<file path="config.mk">
export PLATFORM = sky130hd
export DESIGN_NAME = mul_operand_issuer
export DESIGN_NICKNAME = d
export VERILOG_FILES = /design/src/rtl/mul_operand_issuer.sv
export SDC_FILE = /design/constraint.sdc
export NUM_CORES = 1
export LEC_CHECK = 0
export CAP_MARGIN = 0
export CELL_PAD_IN_SITES_DETAIL_PLACEMENT = 1
export CELL_PAD_IN_SITES_GLOBAL_PLACEMENT = 1
export CORE_ASPECT_RATIO = 1.75
export CORE_MARGIN = 8
export CORE_UTILIZATION = 26
export CTS_CLUSTER_SIZE = 40
export DETAILED_ROUTE_END_ITERATION = 10
export GPL_ROUTABILITY_DRIVEN = 0
export PLACE_DENSITY = 0.43
export SYNTH_ARGS = -nofsm -noshare
export SYNTH_HDL_FRONTEND = slang
export SYNTH_SLANG_ARGS = --single-unit
</file>
<file path="constraint.sdc">
create_clock -name clk -period 5.5 [get_ports clk]
set_clock_uncertainty 0.2 [all_clocks]
set_input_delay 0.825 -clock clk [delete_from_list [all_inputs] [get_ports clk]]
set_output_delay 0.825 -clock clk [all_outputs]
set_load 0.02 [all_outputs]
</file>
<file path="src/rtl/mul_operand_issuer.sv">
// mul_operand_issuer
//   Buffers up to DEPTH half-float operand pairs and, on start, issues slots 0..len-1
//   in order to the multiplier over a valid/ready handshake (mul_srcReady /
//   mul_readyForInput). It watches the multiplier's result handshake
//   (mul_outputReadyEn & mul_destReady) to count returned products, and pulses done
//   once all len products have been consumed downstream.
// Ports
//   clk, rst           clock; asynchronous active-high reset
//   wr_en/wr_addr/wr_a/wr_b
//                      operand-pair load, accepted only while idle (!busy)
//   start, len         begin issuing len pairs (clamped to DEPTH), accepted only while idle
//   busy, done         run in progress; one-cycle completion pulse
//   mul_srcReady, mul_A, mul_B, mul_readyForInput
//                      operand handshake toward the multiplier
//   mul_outputReadyEn, mul_destReady
//                      result handshake, observed only
module mul_operand_issuer #(
    parameter int unsigned DATA_W = 16,
    parameter int unsigned DEPTH  = 16,
    parameter int unsigned AW     = 4
) (
    input  logic              clk,
    input  logic              rst,
    input  logic              wr_en,
    input  logic [AW-1:0]     wr_addr,
    input  logic [DATA_W-1:0] wr_a,
    input  logic [DATA_W-1:0] wr_b,
    input  logic              start,
    input  logic [AW:0]       len,
    output logic              busy,
    output logic              done,
    output logic              mul_srcReady,
    input  logic              mul_readyForInput,
    output logic [DATA_W-1:0] mul_A,
    output logic [DATA_W-1:0] mul_B,
    input  logic              mul_outputReadyEn,
    input  logic              mul_destReady
);

    localparam int unsigned CW = AW + 1;

    typedef enum logic [1:0] {
        IDLE,
        ISSUE,
        WAIT,
        DONE
    } stateT;

    stateT state;

    logic [DATA_W-1:0] memA [DEPTH];
    logic [DATA_W-1:0] memB [DEPTH];

    logic [CW-1:0] lenReg;
    logic [CW-1:0] issueCnt;
    logic [CW-1:0] retCnt;

    logic          writeOk;
    logic          xfer;
    logic          retEv;
    logic [CW-1:0] lenClamp;
    logic [CW-1:0] issueNext;
    logic [CW-1:0] retNext;
    logic [DATA_W-1:0] firstA;
    logic [DATA_W-1:0] firstB;

    // Operand storage: writable only while idle, never reset.
    always_ff @(posedge clk) begin
        if (writeOk) begin
            memA[wr_addr] <= wr_a;
            memB[wr_addr] <= wr_b;
        end
    end

    always_comb begin
        writeOk   = wr_en & ~busy;
        xfer      = mul_srcReady & mul_readyForInput;
        // Returns only count while a run is active and saturate at len.
        retEv     = mul_outputReadyEn & mul_destReady &
                    ((state == ISSUE) | (state == WAIT)) & (retCnt < lenReg);
        lenClamp  = (len > CW'(DEPTH)) ? CW'(DEPTH) : len;
        issueNext = issueCnt + CW'(1);
        retNext   = retCnt + CW'(retEv);
        // A write to slot 0 in the same cycle as start must be what gets issued first.
        firstA    = (writeOk && (wr_addr == '0)) ? wr_a : memA[0];
        firstB    = (writeOk && (wr_addr == '0)) ? wr_b : memB[0];
    end

    // Control FSM with registered handshake and status outputs.
    always_ff @(posedge clk or posedge rst) begin
        if (rst) begin
            state        <= IDLE;
            busy         <= 1'b0;
            done         <= 1'b0;
            mul_srcReady <= 1'b0;
            mul_A        <= '0;
            mul_B        <= '0;
            lenReg       <= '0;
            issueCnt     <= '0;
            retCnt       <= '0;
        end else begin
            done <= 1'b0;
            case (state)
                IDLE: begin
                    if (start) begin
                        busy     <= 1'b1;
                        lenReg   <= lenClamp;
                        issueCnt <= '0;
                        retCnt   <= '0;
                        if (lenClamp == '0) begin
                            state <= DONE;
                            done  <= 1'b1;
                        end else begin
                            state        <= ISSUE;
                            mul_srcReady <= 1'b1;
                            mul_A        <= firstA;
                            mul_B        <= firstB;
                        end
                    end
                end
                ISSUE: begin
                    retCnt <= retNext;
                    // Operands only change on a transfer edge, so a stalled pair never moves.
                    if (xfer) begin
                        issueCnt <= issueNext;
                        if (issueNext == lenReg) begin
                            mul_srcReady <= 1'b0;
                            if (retNext == lenReg) begin
                                state <= DONE;
                                done  <= 1'b1;
                            end else begin
                                state <= WAIT;
                            end
                        end else begin
                            mul_A <= memA[AW'(issueNext)];
                            mul_B <= memB[AW'(issueNext)];
                        end
                    end
                end
                WAIT: begin
                    retCnt <= retNext;
                    if (retNext == lenReg) begin
                        state <= DONE;
                        done  <= 1'b1;
                    end
                end
                DONE: begin
                    state    <= IDLE;
                    busy     <= 1'b0;
                    issueCnt <= '0;
                    retCnt   <= '0;
                end
                default: begin
                    state <= IDLE;
                end
            endcase
        end
    end

endmodule

</file>
==> out/metrics.csv, run 1 <==
metric,value,unit
status,"finished, final reports clean",
reg2reg_depth,6,
fillCellCount,8550,
synth_top_cell_by_area,edfxtp_1,
drv_slew,0,
path_depth,6,
slew_headroom,33.5,%
max_freq,282,MHz
cts_resized,0,
clockBufferDepth,3,
dp_hpwl,36.0,mm
r2r_end,mul_B[5]$_DFFE_PP0P_,
rsz0062_at_grt,false,
peakVddDrop,0.211,mV
firstDrtPassIters,4,
drt_wl_total,61.8,mm
crit_type,flip-flop to flip-flop,
port_buffers,82,
grt_max_degree,64,
clock-sinks,564,
slowest_delay,790,ps
final_hold_viol_count,0,
drtIter0Drc,642,
cap_viol_max_count,0,
path_clk_slew,70,ps
cts_made_buffers,53,
coreArea,85500,sq um
clockRootBuffer,clkbuf_16,
postCtsSetupBuffers,0,
final_util,31.0,%
die_h,404,um
layout.nets,1260,
syn_inst,1087,
yosys_warnings,0,
worst-path-buf-inv,1,
worstReg2RegStart,issueCnt[0]$_DFFE_PP0P_,
synthMostInstantiatedCell,edfxtp_1,
syn-num-nets,1146,
areaGrowthSynthToFinish,18.5,%
hp-class,flip-flop to flip-flop,
synth_top_area_share,68.8,%
crit_required,5740,ps
grt_pass1_vias,12576,
power.density,321,nW/um^2
netlist_top_cells_area,"edfxtp_1 (69%), mux4_2 (16%), dfrtp_1 (5.8%)",
place_area,24700,sq um
synth_flop_cell,edfxtp_1,
holdWs,328,ps
crit_start,issueCnt[0]$_DFFE_PP0P_,
hold_buffers,0,
crit_fanout,37,
synth_cell_types,47,
clkLatencyLatePin,620,ps
tightest_slew,996,ps
worstPathArrival,3790,ps
synth_seq_area_share,74.7,%
drc,0,
antenna_found_initial,1,
synth.cell_area,22300,sq um
period_share,64.5,%
worst_setup_path_start_kind,flip-flop,
grt_pass1_wl,90.7,mm
ys_ff_latch,564,
die_w,238,um
cpLargestDelayFamily,multiplexers,
start_util,26.1,%
regToRegSetupSlack,1950,ps
critPathCapture,mul_B[5]$_DFFE_PP0P_,
tns,0,ps
overflow,0,
vias_per_cell,4.58,
synth_common_cells,"edfxtp_1 (512), mux4_2 (160), nand2_1 (91)",
total_leakage_power,8.19,nW
critPathSlowestCell,ha_4,
ant_nets,0,
async_flop_share,9.22,%
ctsHtreeMaxLevel,2,
drive_gt1_share,24.2,%
ios,83,
period_minus_slack,3550,ps
wl_per_cell,25.8,um
finalInstanceArea,26500,sq um
endpoint_kind,flip-flop,
tritoncts,done,
rows,142,
antenna_cells,0,
syn_area_per_cell,20.5,sq um
crit_top_cell,mux4_2,
num_vias,10985,
synth_edf_count,512,
die_area,95900,sq um
cp_cell_sequence,ha_4 > buf_4 > mux4_2 > mux4_2 > nor2_1 > a311oi_1,
grt_usage,13.0,%
setup_viol,0,
## final cells by class
type / count / area, sq um / area share (%)
well taps: 1152 / 1440 / 5.45
clock inverters: 27 / 240 / 0.908
clock buffers: 73 / 1500 / 5.68
flip-flops and latches: 564 / 16700 / 63.0
repair buffers: 114 / 1090 / 4.10
multi-input cells: 457 / 5470 / 20.7
inverters: 11 / 43.8 / 0.165
## worst min-delay path by stage
stage	start	to	slack (ps)	cells past startpoint
6_report	retCnt[0]$_DFFE_PP0N_	retCnt[0]$_DFFE_PP0N_	330	2
5_1_grt	issueCnt[4]$_DFFE_PP0P_	issueCnt[4]$_DFFE_PP0P_	370	1
4_1_cts	retCnt[0]$_DFFE_PP0N_	retCnt[0]$_DFFE_PP0N_	340	2
3_5_place_dp	retCnt[0]$_DFFE_PP0N_	retCnt[0]$_DFFE_PP0N_	330	2
3_3_place_gp	retCnt[0]$_DFFE_PP0N_	retCnt[0]$_DFFE_PP0N_	310	2
2_1_floorplan	retCnt[0]$_DFFE_PP0N_	retCnt[0]$_DFFE_PP0N_	260	2
## cells in the final DEF, fill, tap and decap left out, types with 8 or more instances in the layout
cell	Yosys	final
edfxtp_1	512	512
mux4_2	160	160
nand2_1	91	91
clkdlybuf4s50_1	0	82
clkbuf_16	0	54
dfrtp_1	52	51
nor2_1	50	38
buf_4	2	30
nand3_1	27	27
a311oi_1	16	16
o221a_1	16	16
o21ai_0	14	14
nand2b_1	12	12
clkinv_2	0	12
nor2_4	0	12
clkbuf_1	19	11
ha_1	11	10
inv_1	10	9
clkinv_1	0	8
clkbuf_8	0	8
## state kept, by name, indices dropped and copies added, names as in the netlist
name,flops
busy,1
done,1
issueCnt,5
lenReg,5
memA,256
memB,256
mul_A,16
mul_B,16
mul_srcReady,1
retCnt,5
state,2
## worst register-to-register path, delay by kind of cell, from the launching register on
family / cells / cell delay, ps
adder cells (fa/ha/maj): 1 / 790
AND/OR/NAND/NOR: 1 / 110
multiplexers: 2 / 940
flip-flops: 1 / 710
buffers and inverters: 1 / 590
AO/OA/AOI/OAI: 1 / 50
## cell families (layout without fill, tap and decap cells)
kind of cell,after synthesis,count (layout),share of synthesized area (%)
buffers and inverters,66,225,1.54
and+or+nand+nor,204,204,3.99
adders and majority gates,11,11,0.616
AOI/OAI and AO/OA,66,66,2.36
xor gates and xnor gates,12,12,0.504
DFF,564,564,74.7
muxes,164,164,16.3
## layer usage
layer,wire length [um],global-route usage (%)
met4,1150,3.25
met1,23300,14.1
met3,1820,1.98
met2,35600,25.8
met5,13,0
## metrics by stage
stage,cells,setup WS [ps],power [mW]
after floorplan,1087,1250,4.77
after global placement,2298,1620,4.87
after detailed placement,2298,1570,4.88
after CTS,2398,1810,8.64
after global routing,2398,1660,8.76
final,2398,1950,8.48
## power breakdown
group / switching, mW / internal (mW) / total (mW)
sequential: 0 / 4.67 / 4.67
combinational: 0.0777 / 0.0321 / 0.110
clock: 1.64 / 2.06 / 3.70
Note: power is estimated with default switching activity, not from simulation.
==> inputs of run 2 (changes only) <==
==> constraint.sdc (replaced) <==
create_clock -name clk -period 3.67 [get_ports clk]
set_clock_uncertainty 0.2 [all_clocks]
set_input_delay 0.5505 -clock clk [delete_from_list [all_inputs] [get_ports clk]]
set_output_delay 0.5505 -clock clk [all_outputs]
set_load 0.02 [all_outputs]
==> run 2 against run 1 <==
  * Largest cell class unchanged
  * Sequential power increased by 50%
  * Design area increased by 1.6%
  * Core utilization increased by 0.51 points
  * Global-route usage up 0.43 points
  * Hold slack worse by 180 ps
  * Largest power group unchanged
  * Sequential share of layout area down 1.0 points
==> out/metrics.csv, run 2 (synthesized netlist as in run 1, its figures left out) <==
metric,value,unit,change
fin_ws,430,ps,-1520 ps
final_common_cell,edfxtp_1,,
period_share,88.3,%,+24 points
status,"finished, final reports clean",,
hold_buffers,0,,unchanged
cp_cell_sequence,inv_1 > ha_1 > a21oi_1 > nor2b_1 > o21ai_0 > nand2b_1 > a21oi_1 > ha_1 > ha_1 > xor2_1 > a211oi_1 > o211ai_1 > o21ai_0 > and3_1 > mux2i_1,,
worstPathArrival,3570,ps,-220 ps
dp_hpwl,35.5,mm,-1.5%
die_h,404,um,unchanged
crit_fanout,4,,-89%
final_cell_mix,"edfxtp_1 (512), mux4_2 (160), nand2_1 (91), clkdlybuf4s50_1 (82), clkbuf_16 (55)",,
crit_type,flip-flop to flip-flop,,
cts_made_buffers,54,,+1.9%
ios,83,,unchanged
fin_cells,2417,,+0.79%
cts_resized,0,,unchanged
worst-path-buf-inv,1,,unchanged
r2r_end,state[1]$_DFFE_PP0P_,,
crit_required,4000,ps,-1740 ps
rows,142,,unchanged
slew_headroom,34.4,%,+0.94 points
drt_wl_total,64.0,mm,+3.6%
overflow,0,,unchanged
max_freq,309,MHz,+9.6%
start_util,26.1,%,unchanged
num_vias,11132,,+1.3%
register_area,16700,sq um,unchanged
final_util,31.5,%,+0.51 points
worstReg2RegStart,lenReg[1]$_DFFE_PP0P_,,
seq_power_share,54.6,%,-0.5 points
tritoncts,done,,
dp_slack,450,ps,-1120 ps
hp-class,input port to async pin,,
vias_per_cell,4.61,,+0.54%
cpLargestDelayFamily,compound AO/OA/AOI/OAI gates,,
layout.nets,1277,,+1.3%
reg.largest.list,"memA x256, memB x256",,
worst_setup_path_start_kind,flip-flop,,
grt_pass1_wl,92.7,mm,+2.2%
crit_top_cell,ha_1,,
grt_max_degree,54,,-16%
ant_nets,0,,unchanged
comb_power_share,1.3,%,about the same
sw_frac_of_total,20.4,%,+0.17 points
firstDrtPassIters,5,,+1
use_met2,24.3,%,-1.5 points
slowest_delay,450,ps,-340 ps
clock_power_share,44.1,%,+0.5 points
critPathSlowestCell,dfrtp_1,,
areaGrowthSynthToFinish,20.4,%,
clockBufferDepth,3,,unchanged
reg2reg_depth,15,,+9
grt_pass1_vias,12377,,-1.6%
coreArea,85500,sq um,unchanged
period_minus_slack,3240,ps,-310 ps
tightest_slew,984,ps,-11.7 ps
clkLatencyLatePin,620,ps,about the same
power.density,476,nW/um^2,+49%
intPower,10.2,mW,+51%
die_area,95900,sq um,unchanged
port_buffers,82,,unchanged
drive_gt1_share,25.0,%,+0.80 points
final_hold_viol_count,0,,unchanged
multi_input_area,5480,sq um,+0.23%
fillCellCount,8583,,+0.39%
drc,0,,unchanged
cap_viol_max_count,0,,unchanged
total_leakage_power,8.34,nW,+1.9%
postCtsSetupBuffers,0,,unchanged
rsz0062_at_grt,false,,
regToRegSetupSlack,430,ps,-1520 ps
ctsHtreeMaxLevel,2,,unchanged
grt_usage,13.4,%,+0.43 points
setup_viol,0,,unchanged
holdWs,151,ps,-177 ps
tns,0,ps,unchanged
placedCellCount,2314,,+0.70%
wl_per_cell,26.5,um,+2.8%
peakVddDrop,0.345,mV,+63%
die_w,238,um,unchanged
met3_usage,2.15,%,+0.17 points
drtIter0Drc,720,,+12%
globalRouteMet1Util,16.4,%,+2.3 points
grt-busiest-layer,met2,,
clockRootBuffer,clkbuf_16,,
drv_slew,0,,unchanged
antenna_found_initial,5,,+4
path_clk_slew,70,ps,about the same
endpoint_kind,flip-flop,,
p_switching,2.61,mW,+52%
clock-sinks,564,,unchanged
## run 2: worst register-to-register path, stage by stage (launching register included)
cell	delay, ps
dfrtp_1	450
inv_1	70
ha_1	290
a21oi_1	130
nor2b_1	60
o21ai_0	140
nand2b_1	70
a21oi_1	160
ha_1	200
ha_1	260
xor2_1	150
a211oi_1	230
o211ai_1	140
o21ai_0	200
and3_1	220
mux2i_1	180
## run 2: final cells by class
cell class / count / area share, %
diodes: 3 / 0.0279
clock buffers: 68 / 5.37
clock inverters: 32 / 1.14
inverters: 11 / 0.163
multi-input cells: 457 / 20.4
flip-flops and latches: 564 / 62.0
well taps: 1152 / 5.36
repair buffers: 130 / 5.55
## run 2: through the flow
stage          cell area [sq um]  total power, mW
3_5_place_dp               25100             7.31
3_3_place_gp               25100             7.30
2_1_floorplan              22300             7.15
6_report                   26900             12.8
4_1_cts                    26900             13.0
5_1_grt                    26900             13.2
## run 2: layer usage
metal / vias to the layer above / part of all wire (%)
met1: 6135 / 41
met2: 189 / 53
li1: 4728 / -
met3: 78 / 3.4
met4: 2 / 2.2
met5: - / 0.016
## run 2: worst max path at each step
stage / to / slack [ps] / startpoint / cells after the start
6_report: state[1]$_DFFE_PP0P_ / 430 / lenReg[1]$_DFFE_PP0P_ / 15
5_1_grt: state[1]$_DFFE_PP0P_ / 50 / lenReg[1]$_DFFE_PP0P_ / 15
4_1_cts: state[1]$_DFFE_PP0P_ / 410 / lenReg[1]$_DFFE_PP0P_ / 15
3_5_place_dp: state[1]$_DFFE_PP0P_ / 450 / lenReg[1]$_DFFE_PP0P_ / 15
3_3_place_gp: state[1]$_DFFE_PP0P_ / 450 / lenReg[1]$_DFFE_PP0P_ / 15
2_1_floorplan: memA[12][0]$_DFFE_PP_ / 80 / wr_addr[2] / 2
## run 2: power by group through the flow
stage,Combinational [mW],Sequential (mW),Clock (mW)
detailed placement,0.171,7.14,0
global placement,0.163,7.14,0
global route,0.183,7.00,6.04
CTS,0.171,7.00,5.84
finish,0.166,7.00,5.65
floorplan,0.0138,7.14,0
==> inputs of run 3 (changes only) <==
--- a/config.mk
+++ b/config.mk
@@ -5,7 +5,7 @@
 export SDC_FILE = /design/constraint.sdc
 export NUM_CORES = 1
 export LEC_CHECK = 0
-export CAP_MARGIN = 0
+export ABC_CLOCK_PERIOD_IN_PS = 3670
 export CELL_PAD_IN_SITES_DETAIL_PLACEMENT = 1
 export CELL_PAD_IN_SITES_GLOBAL_PLACEMENT = 1
 export CORE_ASPECT_RATIO = 1.75
==> results of run 3 <==
No change in the layout: final DEF, timing and power equal those of run 2.
